==> config.mk <==
export PLATFORM = sky130hd
export DESIGN_NAME = lfm_responder_flat
export DESIGN_NICKNAME = d
export VERILOG_FILES = /design/src/rtl/lfm_responder_if.sv /design/src/rtl/lfm_responder.sv /design/src/flat_wrapper.sv
export SDC_FILE = /design/constraint.sdc
export NUM_CORES = 1
export LEC_CHECK = 0
export ABC_AREA = 0
export CORE_MARGIN = 5
export CORE_UTILIZATION = 42
export CTS_BUF_LIST = sky130_fd_sc_hd__clkbuf_4 sky130_fd_sc_hd__clkbuf_8
export CTS_CLUSTER_DIAMETER = 40
export CTS_CLUSTER_SIZE = 30
export DETAILED_ROUTE_END_ITERATION = 10
export PLACE_DENSITY = 0.87
export SLEW_MARGIN = 10
export SYNTH_ARGS = -nofsm -noshare
export SYNTH_HDL_FRONTEND = slang
export SYNTH_SLANG_ARGS = --single-unit
==> constraint.sdc <==
create_clock -name clk -period 2 [get_ports clk]
set_clock_uncertainty 0.2 [all_clocks]
set_input_delay 0.4 -clock clk [delete_from_list [all_inputs] [get_ports clk]]
set_output_delay 0.4 -clock clk [all_outputs]
set_load 0.005 [all_outputs]
==> src/rtl/lfm_responder_if.sv <==
// lfm_responder_if
//   Bundles the walker-side LFM request/response signals and the
//   data-memory arbiter read port seen by lfm_responder.
//
//   Walker side : lfm_enable, lfm_addr, mmu_busy (to responder)
//                 lfm_resolved, lfm_word, lfm_misaligned (from responder)
//   Memory side : mem_req, mem_addr (from responder)
//                 mem_gnt, mem_rvalid, mem_rdata (to responder)
//
//   Modports: slave  - the responder itself
//             master - the surrounding walker/arbiter environment
interface lfm_responder_if #(
    parameter int unsigned ADDR_W = 32
);
    logic              lfm_enable;
    logic [ADDR_W-1:0] lfm_addr;
    logic              mmu_busy;
    logic              lfm_resolved;
    logic [31:0]       lfm_word;
    logic              lfm_misaligned;
    logic              mem_req;
    logic [ADDR_W-1:0] mem_addr;
    logic              mem_gnt;
    logic              mem_rvalid;
    logic [31:0]       mem_rdata;

    modport slave (
        input  lfm_enable, lfm_addr, mmu_busy, mem_gnt, mem_rvalid, mem_rdata,
        output lfm_resolved, lfm_word, lfm_misaligned, mem_req, mem_addr
    );

    modport master (
        output lfm_enable, lfm_addr, mmu_busy, mem_gnt, mem_rvalid, mem_rdata,
        input  lfm_resolved, lfm_word, lfm_misaligned, mem_req, mem_addr
    );
endinterface

==> src/rtl/lfm_responder.sv <==
// lfm_responder
//   Memory-side end of the LFM page-table-walk interface. Accepts a PTE
//   fetch from the MMU walker, issues one word read to the data-memory
//   arbiter and returns the word with a one-cycle lfm_resolved pulse.
//   The walker's level-held lfm_enable is only served once per arm event
//   (lfm_enable seen low, or a rising edge on mmu_busy).
//
//   Ports:
//     clk  - clock
//     rst  - synchronous, active-high reset
//     bus  - lfm_responder_if.slave (walker request/response + memory port)
//
//   Parameters:
//     ADDR_W         - width of lfm_addr / mem_addr
//     TIMEOUT_CYCLES - wait bound, used only with LFM_TIMEOUT_EN
//
//   Build option:
//     LFM_TIMEOUT_EN - when defined, a fetch that has not completed after
//                      TIMEOUT_CYCLES cycles in REQ/WAIT resolves with
//                      lfm_word = 0 (invalid PTE, walker page-faults).
module lfm_responder #(
    parameter int unsigned ADDR_W         = 32,
    parameter int unsigned TIMEOUT_CYCLES = 64
) (
    input  logic            clk,
    input  logic            rst,
    lfm_responder_if.slave  bus
);

    typedef enum logic [1:0] {
        IDLE = 2'd0,
        REQ  = 2'd1,
        WAIT = 2'd2,
        RESP = 2'd3
    } state_t;

    state_t state;
    logic   armed;
    logic   mmu_busy_q;
    logic   arm_evt;

    // Elaboration-time sanity check on the wait bound.
    if (TIMEOUT_CYCLES < 1) begin : g_bad_timeout
        $error("TIMEOUT_CYCLES must be at least 1");
    end

`ifdef LFM_TIMEOUT_EN
    localparam int unsigned TW = $clog2(TIMEOUT_CYCLES) + 1;
    logic [TW-1:0] tcnt;
    logic          timed_out;

    always_comb begin
        timed_out = (tcnt == TW'(TIMEOUT_CYCLES - 1));
    end
`endif

    always_comb begin
        arm_evt = !bus.lfm_enable || (bus.mmu_busy && !mmu_busy_q);
    end

    // Arm events take priority over the clears below, so an arm event in
    // the RESP cycle (or the cycle entering RESP) leaves armed set.
    always_ff @(posedge clk) begin
        if (rst) begin
            state              <= IDLE;
            armed              <= 1'b1;
            mmu_busy_q         <= 1'b0;
            bus.lfm_resolved   <= 1'b0;
            bus.lfm_word       <= '0;
            bus.lfm_misaligned <= 1'b0;
            bus.mem_req        <= 1'b0;
            bus.mem_addr       <= '0;
`ifdef LFM_TIMEOUT_EN
            tcnt               <= '0;
`endif
        end else begin
            mmu_busy_q       <= bus.mmu_busy;
            bus.lfm_resolved <= 1'b0;
            if (arm_evt) begin
                armed <= 1'b1;
            end

            case (state)
                IDLE: begin
                    if (bus.lfm_enable && armed) begin
                        state              <= REQ;
                        bus.mem_req        <= 1'b1;
                        bus.mem_addr       <= {bus.lfm_addr[ADDR_W-1:2], 2'b00};
                        bus.lfm_misaligned <= |bus.lfm_addr[1:0];
`ifdef LFM_TIMEOUT_EN
                        tcnt               <= '0;
`endif
                    end
                end

                REQ: begin
                    if (bus.mem_gnt && bus.mem_rvalid) begin
                        bus.mem_req      <= 1'b0;
                        bus.lfm_word     <= bus.mem_rdata;
                        bus.lfm_resolved <= 1'b1;
                        state            <= RESP;
                        if (!arm_evt) armed <= 1'b0;
`ifdef LFM_TIMEOUT_EN
                    end else if (timed_out) begin
                        bus.mem_req      <= 1'b0;
                        bus.lfm_word     <= '0;
                        bus.lfm_resolved <= 1'b1;
                        state            <= RESP;
                        if (!arm_evt) armed <= 1'b0;
`endif
                    end else if (bus.mem_gnt) begin
                        bus.mem_req <= 1'b0;
                        state       <= WAIT;
                    end
`ifdef LFM_TIMEOUT_EN
                    tcnt <= tcnt + 1'b1;
`endif
                end

                WAIT: begin
                    if (bus.mem_rvalid) begin
                        bus.lfm_word     <= bus.mem_rdata;
                        bus.lfm_resolved <= 1'b1;
                        state            <= RESP;
                        if (!arm_evt) armed <= 1'b0;
`ifdef LFM_TIMEOUT_EN
                    end else if (timed_out) begin
                        bus.lfm_word     <= '0;
                        bus.lfm_resolved <= 1'b1;
                        state            <= RESP;
                        if (!arm_evt) armed <= 1'b0;
`endif
                    end
`ifdef LFM_TIMEOUT_EN
                    tcnt <= tcnt + 1'b1;
`endif
                end

                RESP: begin
                    state <= IDLE;
                    if (!arm_evt) armed <= 1'b0;
                end

                default: state <= IDLE;
            endcase
        end
    end

endmodule
==> src/flat_wrapper.sv <==
// flat-port wrapper written by rule: the top's interface ports become plain ports
module lfm_responder_flat 
#(
    parameter int unsigned ADDR_W         = 32,
    parameter int unsigned TIMEOUT_CYCLES = 64
)
  (clk, rst, bus_lfm_enable, bus_lfm_addr, bus_mmu_busy, bus_mem_gnt, bus_mem_rvalid, bus_mem_rdata, bus_lfm_resolved, bus_lfm_word, bus_lfm_misaligned, bus_mem_req, bus_mem_addr);
  lfm_responder_if #(.ADDR_W(ADDR_W)) bus_i ();
  input  logic clk;
  input  logic rst;
  input wire logic [$bits(bus_i.lfm_enable)-1:0] bus_lfm_enable;
  input wire logic [$bits(bus_i.lfm_addr)-1:0] bus_lfm_addr;
  input wire logic [$bits(bus_i.mmu_busy)-1:0] bus_mmu_busy;
  input wire logic [$bits(bus_i.mem_gnt)-1:0] bus_mem_gnt;
  input wire logic [$bits(bus_i.mem_rvalid)-1:0] bus_mem_rvalid;
  input wire logic [$bits(bus_i.mem_rdata)-1:0] bus_mem_rdata;
  output wire logic [$bits(bus_i.lfm_resolved)-1:0] bus_lfm_resolved;
  output wire logic [$bits(bus_i.lfm_word)-1:0] bus_lfm_word;
  output wire logic [$bits(bus_i.lfm_misaligned)-1:0] bus_lfm_misaligned;
  output wire logic [$bits(bus_i.mem_req)-1:0] bus_mem_req;
  output wire logic [$bits(bus_i.mem_addr)-1:0] bus_mem_addr;
  assign bus_i.lfm_enable = bus_lfm_enable;
  assign bus_i.lfm_addr = bus_lfm_addr;
  assign bus_i.mmu_busy = bus_mmu_busy;
  assign bus_i.mem_gnt = bus_mem_gnt;
  assign bus_i.mem_rvalid = bus_mem_rvalid;
  assign bus_i.mem_rdata = bus_mem_rdata;
  assign bus_lfm_resolved = bus_i.lfm_resolved;
  assign bus_lfm_word = bus_i.lfm_word;
  assign bus_lfm_misaligned = bus_i.lfm_misaligned;
  assign bus_mem_req = bus_i.mem_req;
  assign bus_mem_addr = bus_i.mem_addr;
  lfm_responder #(.ADDR_W(ADDR_W), .TIMEOUT_CYCLES(TIMEOUT_CYCLES)) u_core (.clk(clk), .rst(rst), .bus(bus_i));
endmodule
Yosys cells after proc, flatten, opt, wreduce, memory -nomap -nowiden
Index checks and enable logic that the tools add are counted.
{"block": "totals", "out_inout_bits": 67, "reg_bits": 69, "in_bits": 70}
{"block": "op_classes", "n_eq_ne": 7, "n_mux": 20, "n_reduce_logical": 14}
{"cell": "$mux 32", "n": 2}
{"cell": "$pmux 32 s2", "n": 1}
{"cell": "$mux 1", "n": 9}
{"cell": "$reduce_and 3->1", "n": 3}
{"cell": "$mux 2", "n": 4}
{"cell": "$pmux 2 s4", "n": 1}
{"cell": "$eq 2x2->1 const B", "n": 2}
{"cell": "$ne 2x1->1 const B", "n": 2}
{"cell": "$pmux 1 s2", "n": 2}
{"cell": "$reduce_bool 2->1", "n": 2}
{"cell": "$logic_and 1x1->1", "n": 3}
{"cell": "$ne 3x2->1 const B", "n": 1}
{"cell": "$pmux 1 s3", "n": 1}
{"cell": "$eq 2x1->1 const B", "n": 1}
{"cell": "$logic_not 1->1", "n": 2}
{"cell": "$logic_not 2->1", "n": 1}
{"cell": "$ne 2x2->1 const B", "n": 1}
{"cell": "$reduce_and 2->1", "n": 1}
{"cell": "$reduce_or 2->1", "n": 1}
{"cell": "$logic_or 1x1->1", "n": 1}

Depth between registers and ports, before layout
Gate-level depths: netlist of run 1.
{"block": "logic_depth", "ltp_word": 7, "mapped_depth": 7, "mapped_depth_nobuf": 5}

Worst setup path before layout of run 1
No wires, ideal clock.
{"block": "synth_path", "kind": "register -> register", "startpoint": "register u_core.state[1]", "endpoint": "register u_core.bus.lfm_word[1]", "required_ns": 1.657, "path_slack_ns": 0.327, "arrival_time_ns": 1.330, "setup_ns": 0.143, "path_stages_with_launch": 8, "period_less_slack_ns": 1.673, "cell_sequence": "dfxtp_1 > inv_1 > ha_1 > buf_6 > mux2_4 > buf_6 > nand3_1 > a21oi_2"}
{"block": "synth_via", "elab_chain_len": 3, "word_cells_on_any_way": 7, "cone_classes": "eq/ne: 4; mux: 1; reduce/logical: 2"}
{"item": "from (decl)", "line": "lfm_responder.sv:37", "text": "state_t state;"}
{"item": "from (signal assigned)", "line": "lfm_responder.sv:65", "text": "state <= IDLE;"}
{"item": "from (signal assigned)", "line": "lfm_responder.sv:86", "text": "state <= REQ;"}
{"item": "from (signal assigned)", "line": "lfm_responder.sv:101", "text": "state <= RESP;"}
{"item": "$eq 2x1->1 or $eq 2x2->1 (tied branches)", "line": "lfm_responder.sv:83", "text": "case (state)"}
{"item": "$ne 2x1->1 (no line), or another cell as far along"}
{"item": "$reduce_and 3->1 (no line)"}
{"item": "to (signal assigned)", "line": "lfm_responder.sv:99", "text": "bus.lfm_word <= bus.mem_rdata;"}
{"item": "to (signal assigned)", "line": "lfm_responder.sv:122", "text": "bus.lfm_word <= bus.mem_rdata;"}
{"item": "to (decl)", "line": "lfm_responder_if.sv:29", "text": "output lfm_resolved, lfm_word, lfm_misaligned, mem_req, mem_addr"}
Several ways; a longest one is shown, not always the timed one.
A chain may end at the register's enable or synchronous reset.

Final worst setup path of run 1
{"block": "layout_path", "startpoint": "register u_core.bus.lfm_word[12]", "endpoint": "output port bus_lfm_word[12]"}
{"item": "to (decl)", "line": "flat_wrapper.sv:18", "text": "output wire logic [$bits(bus_i.lfm_word)-1:0] bus_lfm_word;"}
No word-level cell between the ends.

==> reports/summary.md, run 1 <==
The run gives 2645 as the via count of the first global-routing pass. The first-pass GRT wire length is 12900 um. In this design, the stage delay of the slowest critical-path cell is 0.52 ns. The logs give 1.23 ns for the data arrival at the endpoint of the critical path and 0.252 ns for the hold slack.

Of all nets on the critical path, the largest fanout is 2. The arithmetic-cell share of the synthesized area counting full adders, half adders and majority gates was 1.75%; the number of design-rule violations left by the first detailed-router iteration was 75. The family with the most delay on the worst path is buffers and inverters. 0 antenna diodes ended up in the layout. The post-CTS resize count is 0, and the standby leakage power is 1.54 nW. The horizontal extent of the die was 92.5 um. The largest total area in the synthesized netlist belongs to dfxtp_1.

The run gives 48.3% as the post-synthesis sequential area ratio. The initialized floorplan defines 30 standard-cell rows. The placed wire-length estimate after detailed placement is 5690 um.

The number of setup buffers added after CTS is 0. The cell sitting at the root of the clock tree is a clkbuf_8. The share of the synthesized area in the top cell type was 48.3%; the number of library cell types mapped by synthesis was 34.

Clock slew seen by the registers of the worst setup and hold paths: 0.08 ns. The ratio of cells with drive above 1 in the final layout was 14.8%; the worst reg-to-reg setup slack was 0.18 ns. The launch instance of the worst register-to-register path was u_core.state[0]. The run gives 0 as the number of maximum-capacitance violations. The logs give 2 for the maximum clock insertion buffer count and 18.8% for the total global routing track utilization. Synthesis inferred 69 register bits. Leaving out filler cells and counting taps, the final layout contains 541. The combinational family with the most area after synthesis is compound AO/OA/AOI/OAI gates. The slowest stage cell on the critical path was clkdlybuf4s50_1. Average size of a mapped cell: 8.72 um2.

Leaving out fill and tap cells, the most frequent cell in the layout is clkdlybuf4s50_1. The count of final hold-check violations was 0. Setup repair after global routing left no endpoint under its margin. The part of the cycle the worst path needs works out to 91.4%. Warning count from the yosys run: 0. The routed layout has 2788 vias. The setup-violating endpoint count in the final report came out at 0. The post-synth design cell area came out at 2860 um2.

Before CTS, the worst setup slack after placement is 0.0740 ns. The run gives 0 as the DRC violation count after routing. The worst setup path is captured at an output port. The run gives 0 as the count of hold buffers inserted by post-cts repair. The flow ran to the end, and the final reports show no timing, DRC or antenna violations.

For the number of antenna violations at the first check in global routing, the log shows 0. The floorplan step defined a die boundary enclosing 8560 um2. The simple logic cell fraction of the synthesized area is 17.4%.

For this run, the post-layout net count is 530. The worst min-delay path category is input pin to register. Routability-driven placement finished with a final weighted congestion of 0.849. The tools report the number of pins exceeding their max-slew limit in the final report as 0.

The clock reaches the later pin of the worst-skew pair after 0.34 ns. Timing would allow up to 547 MHz. STA classifies the critical path startpoint as a register. The maximum vdd drop was 0.000463 V; the total of fill cells in the finished design was 550. Input and output buffers added on the ports amount to 134.

For hold timing, the worst endpoint is u_core.armed. TritonCTS built the clock tree. Entering global routing, the biggest net connects 33 pins. For the worst flop-to-flop path, the logic depth is 5. Leaving out fill and tap cells, the most frequent cells in the layout are clkdlybuf4s50_1, dfxtp_1, nand2_1.

The launch instance of the worst min-delay path was rst. Layout overhead on the synthesized area: 56.4%. The power density over the cells was 1140 nW/um2.

Including well taps, the total number of placed cells is 525. The worst path setup slack after routing was 0.171 ns; the fraction of synthesized cell area in xor and xnor cells was 0%. The synthesized-area fraction occupied by ao, oa, aoi and oai cells is 23.6%, and the total negative slack for setup checks is 0 ns. The type of the worst setup path was register to output port. Number of buffers and inverters on the critical path: 1.

After technology mapping, the gate count stands at 328. The logs give 6720 um2 for the area inside the core boundary and 69 for the sink count of the clock tree. The post-detailed-route wirelength per cell was 15.0 um.

During I/O placement, the number of pins put on the boundary was 137. The multi-input combinational cells in the finished layout cover a total of 1270 um2. The first detailed-routing pass took 4 iterations. The number of clock buffers added by TritonCTS is 9. The area occupied by registers was 1380 um2. After synthesis, the cell types taking the most area are dfxtp_1, a21oi_2, nand2_1.

The cell depth of the worst setup path came out at 1. The post-detailed-route count of antenna-violating nets came out at 0. The portion of synthesized area spent on multiplexers is 1.31%. The signal on the critical path passes through clkdlybuf4s50_1. The endpoint identified for the worst register-to-register timing path is u_core.bus.lfm_word[16]. Dividing the detail-routed via count by the number of cells gives 5.15. The number of levels in the clock H-tree is 3. The total overflow left after global routing is 0. STA puts the critical path data required time at 1.40 ns.

The shortest period the worst path allows works out to 1.83 ns. The aggregate routed wire length is 8100 um. In this run the vertical extent of the chip is 92.5 um.

The starting utilization of the core area was 42.6%. The depth of the worst hold-timing path is 4.
==> cell usage after synthesis <==
master / count
dfxtp_1: 69
nand2_1: 61
a21oi_1: 37
nand3_1: 33
a21oi_2: 29
o21ai_1: 27
clkbuf_1: 9
buf_6: 7
buf_4: 6
buf_2: 4
ha_1: 4
inv_1: 4
clkbuf_2: 3
nand2b_1: 3
nor2b_1: 3
nor3_1: 3
o21ai_2: 3
a211oi_1: 2
a31o_2: 2
and3_1: 2
buf_1: 2
nor2_1: 2
o21ai_0: 2
a21bo_2: 1
a21boi_0: 1
a31oi_1: 1
and4_1: 1
conb_1: 1
mux2_4: 1
mux2i_4: 1
nand4_1: 1
nor3b_1: 1
o31ai_1: 1
or4_1: 1
==> worst max-delay path by stage <==
| stage | start | slack, ns | to |
|---|---|---|---|
| after floorplan | u_core.state[1] | 0.33 | u_core.bus.lfm_word[1] |
| after CTS | u_core.state[1] | 0.11 | u_core.bus.lfm_word[16] |
| after detailed placement | bus_mem_rvalid | 0.07 | u_core.bus.lfm_word[21] |
| after global routing | u_core.state[1] | 0.10 | u_core.bus.lfm_word[21] |
| final | u_core.bus.lfm_word[12] | 0.17 | bus_lfm_word[12] |
| after global placement | bus_mem_gnt | 0.11 | u_core.state[0] |
==> layer usage <==
| layer | routed length [um] | GRT usage [%] | vias up |
|---|---|---|---|
| li1 | - | - | 1374 |
| met1 | 3470 | 22.6 | 1294 |
| met2 | 3830 | 31.1 | 105 |
| met3 | 612 | 5.61 | 15 |
| met4 | 184 | 7.92 | 0 |
| met5 | 0 | 0 | - |
==> cells by family (layout without fill, tap and decap cells) <==
kind of cell | after synthesis | in the layout
DFF | 69 | 69
buffers and inverters | 35 | 167
AOI/OAI and AO/OA | 106 | 106
other | 1 | 2
and+or+nand+nor | 111 | 111
muxes | 2 | 2
adders and majority gates | 4 | 4
==> through the flow <==
step | power, W | cell area, um2 | util [%]
after CTS | 0.00512 | 4470 | 66.5
final | 0.00508 | 4470 | 66.5
after floorplan | 0.00299 | 2860 | -
after global placement | 0.00373 | 4230 | 63.0
after global routing | 0.00538 | 4470 | 66.5
after detailed placement | 0.00379 | 4230 | 63.0
==> layout make-up <==
type / count / area share [%]
repair buffers: 147 / 32.9
flip-flops and latches: 69 / 30.9
multi-input cells: 225 / 28.4
clock buffers: 11 / 3.39
well taps: 80 / 2.24
clock inverters: 5 / 1.85
inverters: 4 / 0.336
==> worst reg2reg max path: cells and delay by family, from the launching register on <==
| family | cells | cell delay (ns) |
|---|---|---|
| fa+ha+maj | 1 | 0.30 |
| simple gates | 1 | 0.19 |
| compound gates | 1 | 0.07 |
| flops | 1 | 0.40 |
| mux | 1 | 0.45 |
| buf+inv | 1 | 0.10 |
==> flip-flops by register name, indices dropped and copies added, names as in the netlist <==
name / cells
u_core.bus.lfm_word: 32
u_core.bus.mem_addr: 30
u_core.state: 2
u_core.armed: 1
u_core.bus.lfm_misaligned: 1
u_core.bus.lfm_resolved: 1
u_core.bus.mem_req: 1
u_core.mmu_busy_q: 1
==> where the power goes <==
group          total (W)  switching (W)  internal [W]  leakage (nW)
logic            0.00198       0.000961       0.00101         0.871
registers        0.00179       0.000148       0.00165         0.563
clock network    0.00131       0.000538      0.000770         0.108
Note: power is estimated with default switching activity, not from simulation.
==> run 2: changes to the inputs <==
--- a/config.mk
+++ b/config.mk
@@ -5,14 +5,13 @@
 export SDC_FILE = /design/constraint.sdc
 export NUM_CORES = 1
 export LEC_CHECK = 0
-export ABC_AREA = 0
 export CORE_MARGIN = 5
-export CORE_UTILIZATION = 42
+export CORE_UTILIZATION = 45
 export CTS_BUF_LIST = sky130_fd_sc_hd__clkbuf_4 sky130_fd_sc_hd__clkbuf_8
 export CTS_CLUSTER_DIAMETER = 40
 export CTS_CLUSTER_SIZE = 30
 export DETAILED_ROUTE_END_ITERATION = 10
-export PLACE_DENSITY = 0.87
+export PLACE_DENSITY = 0.92
 export SLEW_MARGIN = 10
 export SYNTH_ARGS = -nofsm -noshare
 export SYNTH_HDL_FRONTEND = slang
==> constraint.sdc (replaced) <==
create_clock -name clk -period 2.3 [get_ports clk]
set_clock_uncertainty 0.2 [all_clocks]
set_input_delay 0.46 -clock clk [delete_from_list [all_inputs] [get_ports clk]]
set_output_delay 0.46 -clock clk [all_outputs]
set_load 0.005 [all_outputs]
==> run 2 against run 1 <==
Design area fell by 1.7%. Combinational power down 17%. Via count decreased by 0.50%. Critical path depth rose by 5. Register-to-register slack gained 0.19 ns. Critical path type is now register to register. Largest cell class unchanged. Highest routed layer unchanged.
==> reports/summary.md, run 2 (synthesis gave the netlist of run 1 again) <==
Setup repair after global routing left no endpoint under its margin. The largest registers in the layout are u_core.bus.lfm_word (32), u_core.bus.mem_addr (30), u_core.state (2). Ratio of cells with drive above 1 in the final layout: 13.6%. The via count of the first global-routing pass was 2864. For the number of pins exceeding their max-slew limit in the final report, the log shows 0. The smallest clock period supported by the final layout is computed as 1.93 ns. The number of placed I/O pins was 137. Relative to the synthesized area, the layout overhead comes to 53.8%.

The first-pass GRT wire length was 13300 um. The number of standard-cell rows in the floorplan is 29, and the DRC violation count after routing is 0. The clock slew seen by the registers of the worst setup and hold paths is 0.07 ns.

Among all stages on the critical path, the largest delay is contributed by ha_1. The tools report the routed length on met1 as 3290 um. The worst setup path is launched from a register. The total of fill cells in the finished design is 514.

The tree is rooted in a clkbuf_8. For the weighted congestion reported at the end of routability-driven placement, the log shows 0.798. TritonCTS built the clock tree.

The depth of the worst register-to-register path was 6. The count of final hold-check violations came out at 0. Before CTS, the worst setup slack after placement is 0.193 ns. The critical path crosses 6 cells after its start point.

The clock latency on the worst-skew pair came out at 0.32 ns. The number of CTS-inserted buffers was 9. After detailed placement, the total cell area comes to 4170 um2. Wire segments on met2 add up to 4010 um in the final route. The logs give 36.2% for the relative contribution of sequential cells to total power and 0 ns for the total negative slack for setup checks. The signal on the critical path passes through inv_1 > ha_1 > mux2i_4 > buf_12 > o21ai_0 > a21oi_1.

The tools report the starting utilization of the core area as 45.5%. Based on the critical path, the design can be clocked at up to 518 MHz. Type of the worst setup path: register to register. The sequential cells in the finished layout cover a total of 1380 um2.

Dividing the final minimum period by the clock period gives 84.0%. After layout, the worst setup slack is 0.368 ns. Counting along the longest clock path gives a buffer depth of 2. The net count of the finished layout is 525.

The run gives 0 as the post-detailed-route count of antenna-violating nets. The standby leakage power was 1.52 nW. The tools report the area inside the core boundary as 6280 um2. The first detailed-routing pass took 4 iterations. After clock tree synthesis, the setup repair step added 0 buffers.

The uppermost layer routed was met4. The number of port buffers was 134; the number of antenna violations at the first check in global routing was 0. Buffers inserted to repair hold after CTS numbered 0.

The run gives 0 as the antenna diode instance count. Endpoint kind of the worst setup timing path: a register. The die is 89.7 um wide. Detailed routing placed a total of 574 um of wire on met3. Together, buffers and inverters on the worst path number 2.

Dividing the detail-routed wire length by the instance count gives 15.1 um. The logs give 0.00138 W for the net switching power of the design and 0 for the total global routing overflow. The first routing iteration left 153 violations. At the worst endpoint, the required time is 2.35 ns. Global routing consumed, over all layers together, 19.6% of the routing resources. The H-tree generated during clock tree synthesis spans 3 levels. For the area of combinational cells with multiple inputs, the log shows 1270 um2.

The worst hold path was traced through 2 stages. Largest register by flop count: u_core.bus.lfm_word. Data arrives at the worst endpoint at 1.98 ns.

Overall power consumption after layout is estimated at 0.00431 W. The number of maximum-capacitance violations is 0, and the share of power burned in combinational logic is 38.3%. In this run the power density over the cells is 981 nW/um2. For the detailed-route via count, the log shows 2774. After clock tree synthesis, the repair step resized 0 gates.

The register with the most flip-flops in the layout has 32 of them. After detailed routing, the number of vias per cell comes to 5.20. Pin count of the biggest net entering global routing: 33. After routing the design area is 4400 um2. The maximum fanout encountered on the critical timing path came out at 32. The family with the most delay on the worst path is adder cells. The commonest non-fill, non-tap cell in the layout was clkdlybuf4s50_1. Leaving out fill and tap cells, the most frequent cells in the layout are clkdlybuf4s50_1, dfxtp_1, nand2_1.

The final layout contains routed wiring with a total length of 8040 um. In this run switching power makes up 31.9% of total power. For this run, the slowest stage of the critical path takes 0.39 ns. The run gives 8050 um2 as the die area. The clock drives 69 sinks. The setup-violating endpoint count in the final report is 0.

The run finished with clean final reports. The worst min-delay path category was register to register. The share of total power dissipated in the clock network is 25.5%. The maximum vdd drop is 0.000562 V. Detailed placement ended at an HPWL of 5890 um.

Internal power comes to 0.00294 W. The floorplan step set the die height to 89.7 um.
==> run 2: worst paths after layout <==
path,slack (ns),endpoint,startpoint
min,0.26,u_core.bus.mem_addr[24],u_core.bus.mem_addr[24]
min reg2reg,0.26,u_core.bus.mem_addr[24],u_core.bus.mem_addr[24]
max reg2reg,0.37,u_core.bus.lfm_word[22],u_core.state[1]
max,0.37,u_core.bus.lfm_word[22],u_core.state[1]
==> run 2: worst reg2reg max path: stages, from the launching register on <==
cell and delay [ns]:
dfxtp_1 0.34, inv_1 0.11, ha_1 0.39, mux2i_4 0.32
buf_12 0.21, o21ai_0 0.12, a21oi_1 0.17
==> run 2: final cells by class <==
type                       instances  share of cell area (%)
sequential                        69                    31.4
multi-input combinational        225                    28.8
tap                               77                    2.19
clock buffer                      12                    3.61
clock inverter                     4                    1.59
timing repair buffer             142                    32.0
inverter                           4                   0.341
==> run 2: routing by layer <==
layer,track usage [%],vias up
met5,0,-
met4,8.94,0
met3,5.51,16
met2,33.1,118
met1,22.9,1273
li1,-,1367
==> run 2: power by group through the flow <==
stage / clock (W) / sequential, W / combinational (W)
6_report: 0.00110 / 0.00156 / 0.00165
5_1_grt: 0.00118 / 0.00159 / 0.00180
4_1_cts: 0.00113 / 0.00156 / 0.00167
3_5_place_dp: 0 / 0.00159 / 0.00166
3_3_place_gp: 0 / 0.00157 / 0.00161
2_1_floorplan: 0 / 0.00160 / 0.00101
==> run 2: stage by stage <==
stage | hold WS, ns | std cells | utilization [%]
finish | 0.257 | 533 | 70.0
global route | 0.279 | 533 | 70.0
CTS | 0.257 | 533 | 70.0
detailed placement | 0.246 | 517 | 66.4
global placement | 0.241 | 517 | 66.4
floorplan | 0.253 | 329 | -
